`config.mk`:
```
export PLATFORM = sky130hd
export DESIGN_NAME = divide_flat
export DESIGN_NICKNAME = d
export VERILOG_FILES = /design/src/rtl/divide_if.sv /design/src/rtl/divide.sv /design/src/flat_wrapper.sv
export SDC_FILE = /design/constraint.sdc
export NUM_CORES = 1
export LEC_CHECK = 0
export BUFFER_PORTS_ARGS = -buffer_cell sky130_fd_sc_hd__buf_2
export CAP_MARGIN = 40
export CORE_AREA = 5 5 165 167
export CTS_BUF_LIST = sky130_fd_sc_hd__clkbuf_8 sky130_fd_sc_hd__clkbuf_16
export DETAILED_ROUTE_END_ITERATION = 8
export DIE_AREA = 0 0 170 172
export PLACE_DENSITY = 0.75
export SYNTH_ARGS = -nofsm -noshare
export SYNTH_HDL_FRONTEND = slang
export SYNTH_SLANG_ARGS = --single-unit
export TNS_END_PERCENT = 20
```
`constraint.sdc`:
```
create_clock -name clk -period 9.9 [get_ports clk]
set_input_delay 1.98 -clock clk [delete_from_list [all_inputs] [get_ports clk]]
set_output_delay 1.98 -clock clk [all_outputs]
set_load 0.03 [all_outputs]
```
`src/rtl/divide_if.sv`:
```
// Operand/result bundle for the sequential signed divider.
// The slave modport is the divider itself; master is whoever issues requests.
interface divide_if #(
  parameter int WIDTH = 32
);
  logic             start;
  logic [WIDTH-1:0] dividend;
  logic [WIDTH-1:0] divisor;
  logic [WIDTH-1:0] quotient;
  logic [WIDTH-1:0] remainder;
  logic             ready;
  logic             div_by_zero;

  modport master (
    output start, dividend, divisor,
    input  quotient, remainder, ready, div_by_zero
  );

  modport slave (
    input  start, dividend, divisor,
    output quotient, remainder, ready, div_by_zero
  );
endinterface

```
`src/rtl/divide.sv`:
```
// Sequential signed restoring divider: one quotient bit per clock on magnitudes,
// then a single fix-up cycle applies signs and the divide-by-zero override.
module divide #(
  parameter int WIDTH = 32
) (
  input  logic     clk,
  input  logic     reset,
  divide_if.slave  bus
);
  localparam int CW = $clog2(WIDTH);

  typedef enum logic [1:0] {IDLE, CALC, FIX} state_t;

  state_t           state_q;
  logic [WIDTH:0]   rem_q;
  logic [WIDTH-1:0] quo_q;
  logic [WIDTH:0]   dvsr_q;
  logic [WIDTH-1:0] dividend_q;
  logic [WIDTH-1:0] divisor_q;
  logic             dividendNeg_q;
  logic             divisorNeg_q;
  logic [CW-1:0]    count_q;
  logic [WIDTH-1:0] quotient_q;
  logic [WIDTH-1:0] remainder_q;
  logic             divByZero_q;
  logic             ready_q;

  logic [WIDTH-1:0] absDividend_d;
  logic [WIDTH:0]   sxDivisor_d;
  logic [WIDTH:0]   absDivisor_d;
  logic [WIDTH+1:0] shifted_d;
  logic [WIDTH+1:0] trial_d;
  logic             trialGe_d;
  logic [WIDTH:0]   rem_d;
  logic [WIDTH-1:0] quo_d;
  logic [WIDTH-1:0] remMag_d;
  logic [WIDTH-1:0] quotientSigned_d;
  logic [WIDTH-1:0] remainderSigned_d;

  // The most negative operand's magnitude is 2^(WIDTH-1), which still fits as an unsigned WIDTH-bit value.
  always_comb begin
    absDividend_d     = bus.dividend[WIDTH-1] ? -bus.dividend : bus.dividend;
    sxDivisor_d       = {bus.divisor[WIDTH-1], bus.divisor};
    absDivisor_d      = bus.divisor[WIDTH-1] ? -sxDivisor_d : sxDivisor_d;
    shifted_d         = {rem_q, quo_q[WIDTH-1]};
    trial_d           = shifted_d - {1'b0, dvsr_q};
    trialGe_d         = ~trial_d[WIDTH+1];
    rem_d             = trialGe_d ? trial_d[WIDTH:0] : shifted_d[WIDTH:0];
    quo_d             = {quo_q[WIDTH-2:0], trialGe_d};
    remMag_d          = rem_q[WIDTH-1:0];
    quotientSigned_d  = (dividendNeg_q ^ divisorNeg_q) ? -quo_q : quo_q;
    remainderSigned_d = dividendNeg_q ? -remMag_d : remMag_d;
  end

  always_ff @(posedge clk or posedge reset) begin
    if (reset) begin
      state_q       <= IDLE;
      rem_q         <= '0;
      quo_q         <= '0;
      dvsr_q        <= '0;
      dividend_q    <= '0;
      divisor_q     <= '0;
      dividendNeg_q <= 1'b0;
      divisorNeg_q  <= 1'b0;
      count_q       <= '0;
      quotient_q    <= '0;
      remainder_q   <= '0;
      divByZero_q   <= 1'b0;
      ready_q       <= 1'b1;
    end else begin
      unique case (state_q)
        IDLE: begin
          if (bus.start) begin
            dividend_q    <= bus.dividend;
            divisor_q     <= bus.divisor;
            dividendNeg_q <= bus.dividend[WIDTH-1];
            divisorNeg_q  <= bus.divisor[WIDTH-1];
            quo_q         <= absDividend_d;
            dvsr_q        <= absDivisor_d;
            rem_q         <= '0;
            count_q       <= '0;
            ready_q       <= 1'b0;
            state_q       <= CALC;
          end
        end
        CALC: begin
          rem_q   <= rem_d;
          quo_q   <= quo_d;
          count_q <= count_q + CW'(1);
          if (count_q == CW'(WIDTH - 1)) begin
            state_q <= FIX;
          end
        end
        FIX: begin
          // A zero divisor overrides the iterated magnitudes entirely.
          if (divisor_q == '0) begin
            quotient_q  <= '1;
            remainder_q <= dividend_q;
            divByZero_q <= 1'b1;
          end else begin
            quotient_q  <= quotientSigned_d;
            remainder_q <= remainderSigned_d;
            divByZero_q <= 1'b0;
          end
          ready_q <= 1'b1;
          state_q <= IDLE;
        end
        default: state_q <= IDLE;
      endcase
    end
  end

  assign bus.quotient    = quotient_q;
  assign bus.remainder   = remainder_q;
  assign bus.div_by_zero = divByZero_q;
  assign bus.ready       = ready_q;
endmodule

```
`src/flat_wrapper.sv`:
```
// flat-port wrapper written by rule: the top's interface ports become plain ports
module divide_flat 
#(
  parameter int WIDTH = 32
)
  (clk, reset, bus_start, bus_dividend, bus_divisor, bus_quotient, bus_remainder, bus_ready, bus_div_by_zero);
  divide_if #(.WIDTH(WIDTH)) bus_i ();
  input  logic clk;
  input  logic reset;
  input wire logic [$bits(bus_i.start)-1:0] bus_start;
  input wire logic [$bits(bus_i.dividend)-1:0] bus_dividend;
  input wire logic [$bits(bus_i.divisor)-1:0] bus_divisor;
  output wire logic [$bits(bus_i.quotient)-1:0] bus_quotient;
  output wire logic [$bits(bus_i.remainder)-1:0] bus_remainder;
  output wire logic [$bits(bus_i.ready)-1:0] bus_ready;
  output wire logic [$bits(bus_i.div_by_zero)-1:0] bus_div_by_zero;
  assign bus_i.start = bus_start;
  assign bus_i.dividend = bus_dividend;
  assign bus_i.divisor = bus_divisor;
  assign bus_quotient = bus_i.quotient;
  assign bus_remainder = bus_i.remainder;
  assign bus_ready = bus_i.ready;
  assign bus_div_by_zero = bus_i.div_by_zero;
  divide #(.WIDTH(WIDTH)) u_core (.clk(clk), .reset(reset), .bus(bus_i));
endmodule
```
# Word-level counts from Yosys, hierarchy flattened
# Index checks and enable logic that the tools add are counted.
[classes]
add_sub_neg = 6
eq_ne = 5
n_mux = 19
bitwise_logic = 2
reduce_logical = 8
[op_table]
columns = ["op", "n"]
rows = [
  ["$mux 32", 6],
  ["$mux 33", 3],
  ["$neg 32->32", 3],
  ["$pmux 33 s2", 1],
  ["$pmux 32 s2", 1],
  ["$sub 34x33->34", 1],
  ["$neg 33->33", 1],
  ["$logic_not 32->1", 1],
  ["$pmux 5 s2", 1],
  ["$reduce_and 2->1", 4],
  ["$add 5x1->5 const B", 1],
  ["$eq 5x5->1 const B", 1],
  ["$mux 5", 1],
  ["$mux 2", 2],
  ["$pmux 2 s2", 1],
  ["$reduce_bool 2->1", 2],
  ["$eq 2x1->1 const B", 1],
  ["$eq 2x2->1 const B", 1],
  ["$logic_not 2->1", 1],
  ["$mux 1", 2],
  ["$ne 2x1->1 const B", 1],
  ["$ne 2x2->1 const B", 1],
  ["$pmux 1 s2", 1],
  ["$not 1->1", 1],
  ["$xor 1x1->1", 1],
]
[word_totals]
register_bits = 237
inputBits = 67
output_inout_bits = 66
word_cells = 53

# Logic depth before layout (Yosys ltp)
[depth]
depth_word = 4
depth_mapped = 13
ltp_nobuf = 12

# Worst setup path after synthesis
# Ideal clock, no wire load.
[synth_path]
path_type = "input to register"
start = "input bus_dividend[9]"
end = "register u_core.quo_q[28]"
setup_ns = 0.129
arrival_ns = 4.439
path_slack_ns = 5.332
path_stages = 8
path_buffers = 0
cell_sequence = "or4_4 -> or4_4 -> or4_4 -> or3_1 -> o41a_1 -> nand2b_4 -> xnor2_2 -> o21ai_1"
[synth_between]
elab_chain_len = 4
[synth_lines]
columns = ["element", "line", "source"]
rows = [
  ["start, declared", "flat_wrapper.sv:11", "input wire logic [$bits(bus_i.dividend)-1:0] bus_dividend;"],
  ["$neg 32->32", "divide.sv:42", "absDividend_d = bus.dividend[WIDTH-1] ? -bus.dividend : bus.dividend;"],
  ["$mux 32", "divide.sv:42", ""],
  ["$mux 32", "divide.sv:73", "if (bus.start) begin"],
  ["$pmux 32 s2", "divide.sv:71", "unique case (state_q)"],
  ["end signal, assigned", "divide.sv:78", "quo_q <= absDividend_d;"],
  ["end signal, assigned", "divide.sv:88", "quo_q <= quo_d;"],
  ["end, declared", "divide.sv:16", "logic [WIDTH-1:0] quo_q;"],
]
# Every way passes these cells. The select of a mux whose other input is x is not followed.
# A chain may end at the register's enable or synchronous reset.

# Worst setup path in the final report
[layout_path]
start = "input bus_dividend[9]"
end = "register u_core.quo_q[30]"
# The elaborated chain is that of the path after synthesis.

==> reports/metrics.yaml <==
status:
  outcome: "complete, no violations"
die:
  io_pins: 133
  dieWidth_um: 170
  rows: 59
  core_area_um2: 25600
  fp.dieArea_um2: 29200
  die_y_um: 172
  initial_core_util: 0.549
placed_design:
  placed_cell_area_um2: 15100
  gp_congestion: 0.928
  port-buffer-count: 132
  dp_hpwl_um: 29400
setup_path:
  critPathMostFrequentCell: "or4_4"
  crit_family: "simple AND/OR/NAND/NOR gates"
  cp_data_required_time_ps: 10310
  crit_path_start_kind: "input port"
  worstSetupPathType: "input port to flip-flop"
  cp-end-kind: "flip-flop"
  slowest_delay_ps: 570
  crit_arrival_ps: 4750
  r2r_cells: 10
  crit_slowest_cell: "or4_4"
  cp.depth: 9
  crit_path_max_fanout: 6
  path_cells: "buf_2 > or4_4 > or4_4 > or4_4 > or3_1 > o41a_1 > a21oi_2 > xor2_1 > o21ai_1"
  critPathBufInv: 1
run:
  drv_cap: 0
global_route:
  grt_max_degree: 120
  grt.overflow.total: 0
  grt_pass1_wl_um: 64400
  first_global_vias: 12100
  antenna_found_initial: 1
  grt_usage: 0.271
logic_synthesis:
  synth_cells: 1669
  synth-edff-count: 0
  synthFlopType: "dfrtp_1"
  ys_seq_area_frac: 0.417
  syn_nets: 1776
  avgSynthCellArea_um2: 8.42
  syn_area_um2: 14100
  async_flop_share: 1.00
  ys_warn_count: 0
  synth_cell_type_count: 68
  synth_seq_cells: 234
cts:
  cts_tree: "done"
  clock_latency_ps: 560
  cts_max_path_buffers: 3
  htreeDepth: 1
  post-cts-setup-buffers: 0
  cts-root-buf: "clkbuf_16"
  cts.sinks: 234
  cts_made_buffers: 27
  ctsHoldBuffers: 0
  clkTransAtPathRegs_ps: 60
  cts_resized: 0
routing:
  wire_per_inst_um: 19.1
  drt-met1-wl_um: 17000
  drc: 0
  met2WireLength_um: 18900
  drt_iter0_drc: 1399
  wirelength_um: 40100
  vias_per_cell: 6.09
  ant_nets: 0
  drtPass1Iterations: 5
  wl_met3_um: 2660
  vias: 12800
  routed.top_layer: "met5"
timing:
  relSlewSlack: 0.385
  finalWorstPathRequiredPeriod_ps: 4340
  drv_slew: 0
  fmax_mhz: 230
  tightest_slew_ps: 922
  final-setup-viol-count: 0
  rsz0062_at_grt: "false"
  setup-tns-final_ps: 0
  period_share: 0.439
  final_hold_viol_count: 0
  skew_ps: 19.5
finish:
  fillers: 2225
  syn_to_final_growth_pct: 13.5
  final_area_um2: 16000
  regArea_um2: 5860
  multiInputGateArea_um2: 7650
  utilization: 0.623
  drive_gt1_frac: 0.126
  diodes: 0
  nets: 1852
worst_hold_path:
  holdPathStages: 2
  hold_class: "flip-flop to flip-flop"
pwr:
  power_density_nw_per_um2: 377
  p_leak_nw: 7.27
  ir_drop_mv: 0.170
[cells in the mapped netlist, drive strengths merged, types with 2 or more instances]
| cell type | number | area [um2] |
|---|---|---|
| nand2 | 341 | 1280 |
| dfrtp | 233 | 5830 |
| o21ai | 161 | 806 |
| xor2 | 102 | 893 |
| clkbuf | 98 | 368 |
| nor2 | 92 | 345 |
| a21oi | 81 | 409 |
| inv | 53 | 199 |
| nand3 | 47 | 235 |
| ha | 39 | 488 |
| nand4 | 38 | 238 |
| xnor2 | 38 | 340 |
| o211ai | 37 | 278 |
| o31ai | 33 | 248 |
| a22oi | 28 | 210 |
| nor4 | 20 | 140 |
| o22a | 20 | 175 |
| o41ai | 20 | 183 |
| nor3 | 19 | 95.1 |
| or4 | 19 | 161 |
| a31oi | 14 | 87.6 |
| nand2b | 14 | 103 |
| and3 | 12 | 75.1 |
| a21o | 11 | 82.6 |
| or3 | 9 | 56.3 |
| buf | 8 | 30.0 |
| nor2b | 8 | 50.1 |
| mux2i | 7 | 70.1 |
| a211oi | 6 | 45.0 |
| and2 | 6 | 37.5 |
| nor3b | 4 | 30.0 |
| o21a | 4 | 30.0 |
| o21bai | 4 | 30.0 |
| o221ai | 4 | 35.0 |
| or2 | 4 | 25.0 |
| a22o | 3 | 26.3 |
| or4b | 3 | 30.0 |
| a221o | 2 | 20.0 |
| a311oi | 2 | 17.5 |
| a41oi | 2 | 17.5 |
| nand4b | 2 | 17.5 |
| o2111ai | 2 | 17.5 |
| o22ai | 2 | 12.5 |
[registers in the layout, indices dropped and copies added, names as in the netlist]
register and cells:
u_core.rem_q 33, u_core.bus.quotient 32, u_core.bus.remainder 32, u_core.dvsr_q 32, u_core.quo_q 32, u_core.dividend_q 31, u_core.divisor_q 31, u_core.count_q 5
u_core.state_q 2, u_core.bus.div_by_zero 1, u_core.bus.ready 1, u_core.dividendNeg_q 1, u_core.divisorNeg_q 1
[placed cells by master (no fill, tap or decap), types with 38 or more instances in the layout]
master / netlist / layout
a21oi_1: 80 / 80
buf_2: 0 / 133
inv_1: 53 / 60
nand2_1: 341 / 341
o21ai_0: 159 / 158
ha_1: 39 / 39
dfrtp_1: 233 / 233
xor2_1: 102 / 102
nand3_1: 47 / 47
nand4_1: 38 / 38
nor2_1: 92 / 88
[metrics by stage]
step / setup WS [ps] / instances / hold WS (ps) / total power, W
after floorplan: 1500 / 1669 / 437 / 0.00409
after global placement: 5030 / 2038 / 453 / 0.00487
after detailed placement: 5020 / 2051 / 463 / 0.00501
after CTS: 5580 / 2100 / 473 / 0.00598
after global routing: 5400 / 2100 / 491 / 0.00648
final: 5560 / 2100 / 472 / 0.00602
[final cells by class]
type	instances	area share
Clock buffer	31	0.0458
Multi-Input combinational cell	1276	0.479
Timing Repair Buffer	153	0.0612
Inverter	53	0.0129
Clock inverter	18	0.00753
Sequential cell	234	0.367
Tap cell	335	0.0263
[layer usage]
layer / track usage / vias up
li1: - / 6085
met1: 0.367 / 6137
met2: 0.450 / 467
met3: 0.0409 / 102
met4: 0.0924 / 2
met5: 0 / -
[worst reg2reg max path, stage by stage, from the launching register on]
cell and delay [ps]:
dfrtp_1 550, ha_1 370, nor2b_1 200, o2111ai_1 190, a211o_1 400, and3_1 230, or3_1 380, a21oi_1 630
nor2_2 210, buf_8 220, o211ai_1 200
[cell families (layout without fill, tap and decap cells)]
family / Yosys count / after routing / synth area share
muxes: 8 / 8 / 0.00579
adders and majority gates: 40 / 40 / 0.0361
xor gates and xnor gates: 140 / 140 / 0.0878
DFF: 234 / 234 / 0.417
buffers and inverters: 159 / 255 / 0.0425
AOI/OAI and AO/OA: 449 / 449 / 0.203
and+or+nand+nor: 639 / 639 / 0.208
[worst paths after layout]
path	startpoint	endpoint	slack (ps)
worst max-delay path	bus_dividend[9]	u_core.quo_q[30]	5560
worst min-delay path	u_core.bus.ready	u_core.bus.ready	470
worst max register to register	u_core.rem_q[0]	u_core.rem_q[8]	6230
worst min register to register	u_core.bus.ready	u_core.bus.ready	470
max in group asynchronous	reset	u_core.bus.ready	7120
min in group asynchronous	reset	u_core.divisor_q[9]	1530
[power by group]
group,switching [W],total (W),leakage (nW),internal [W]
logic,0.00197,0.00327,3.98,0.00131
clock network,0.000415,0.000967,0.459,0.000552
registers,0.000429,0.00178,2.83,0.00135
No activity file was read; power rests on OpenSTA's default activity.
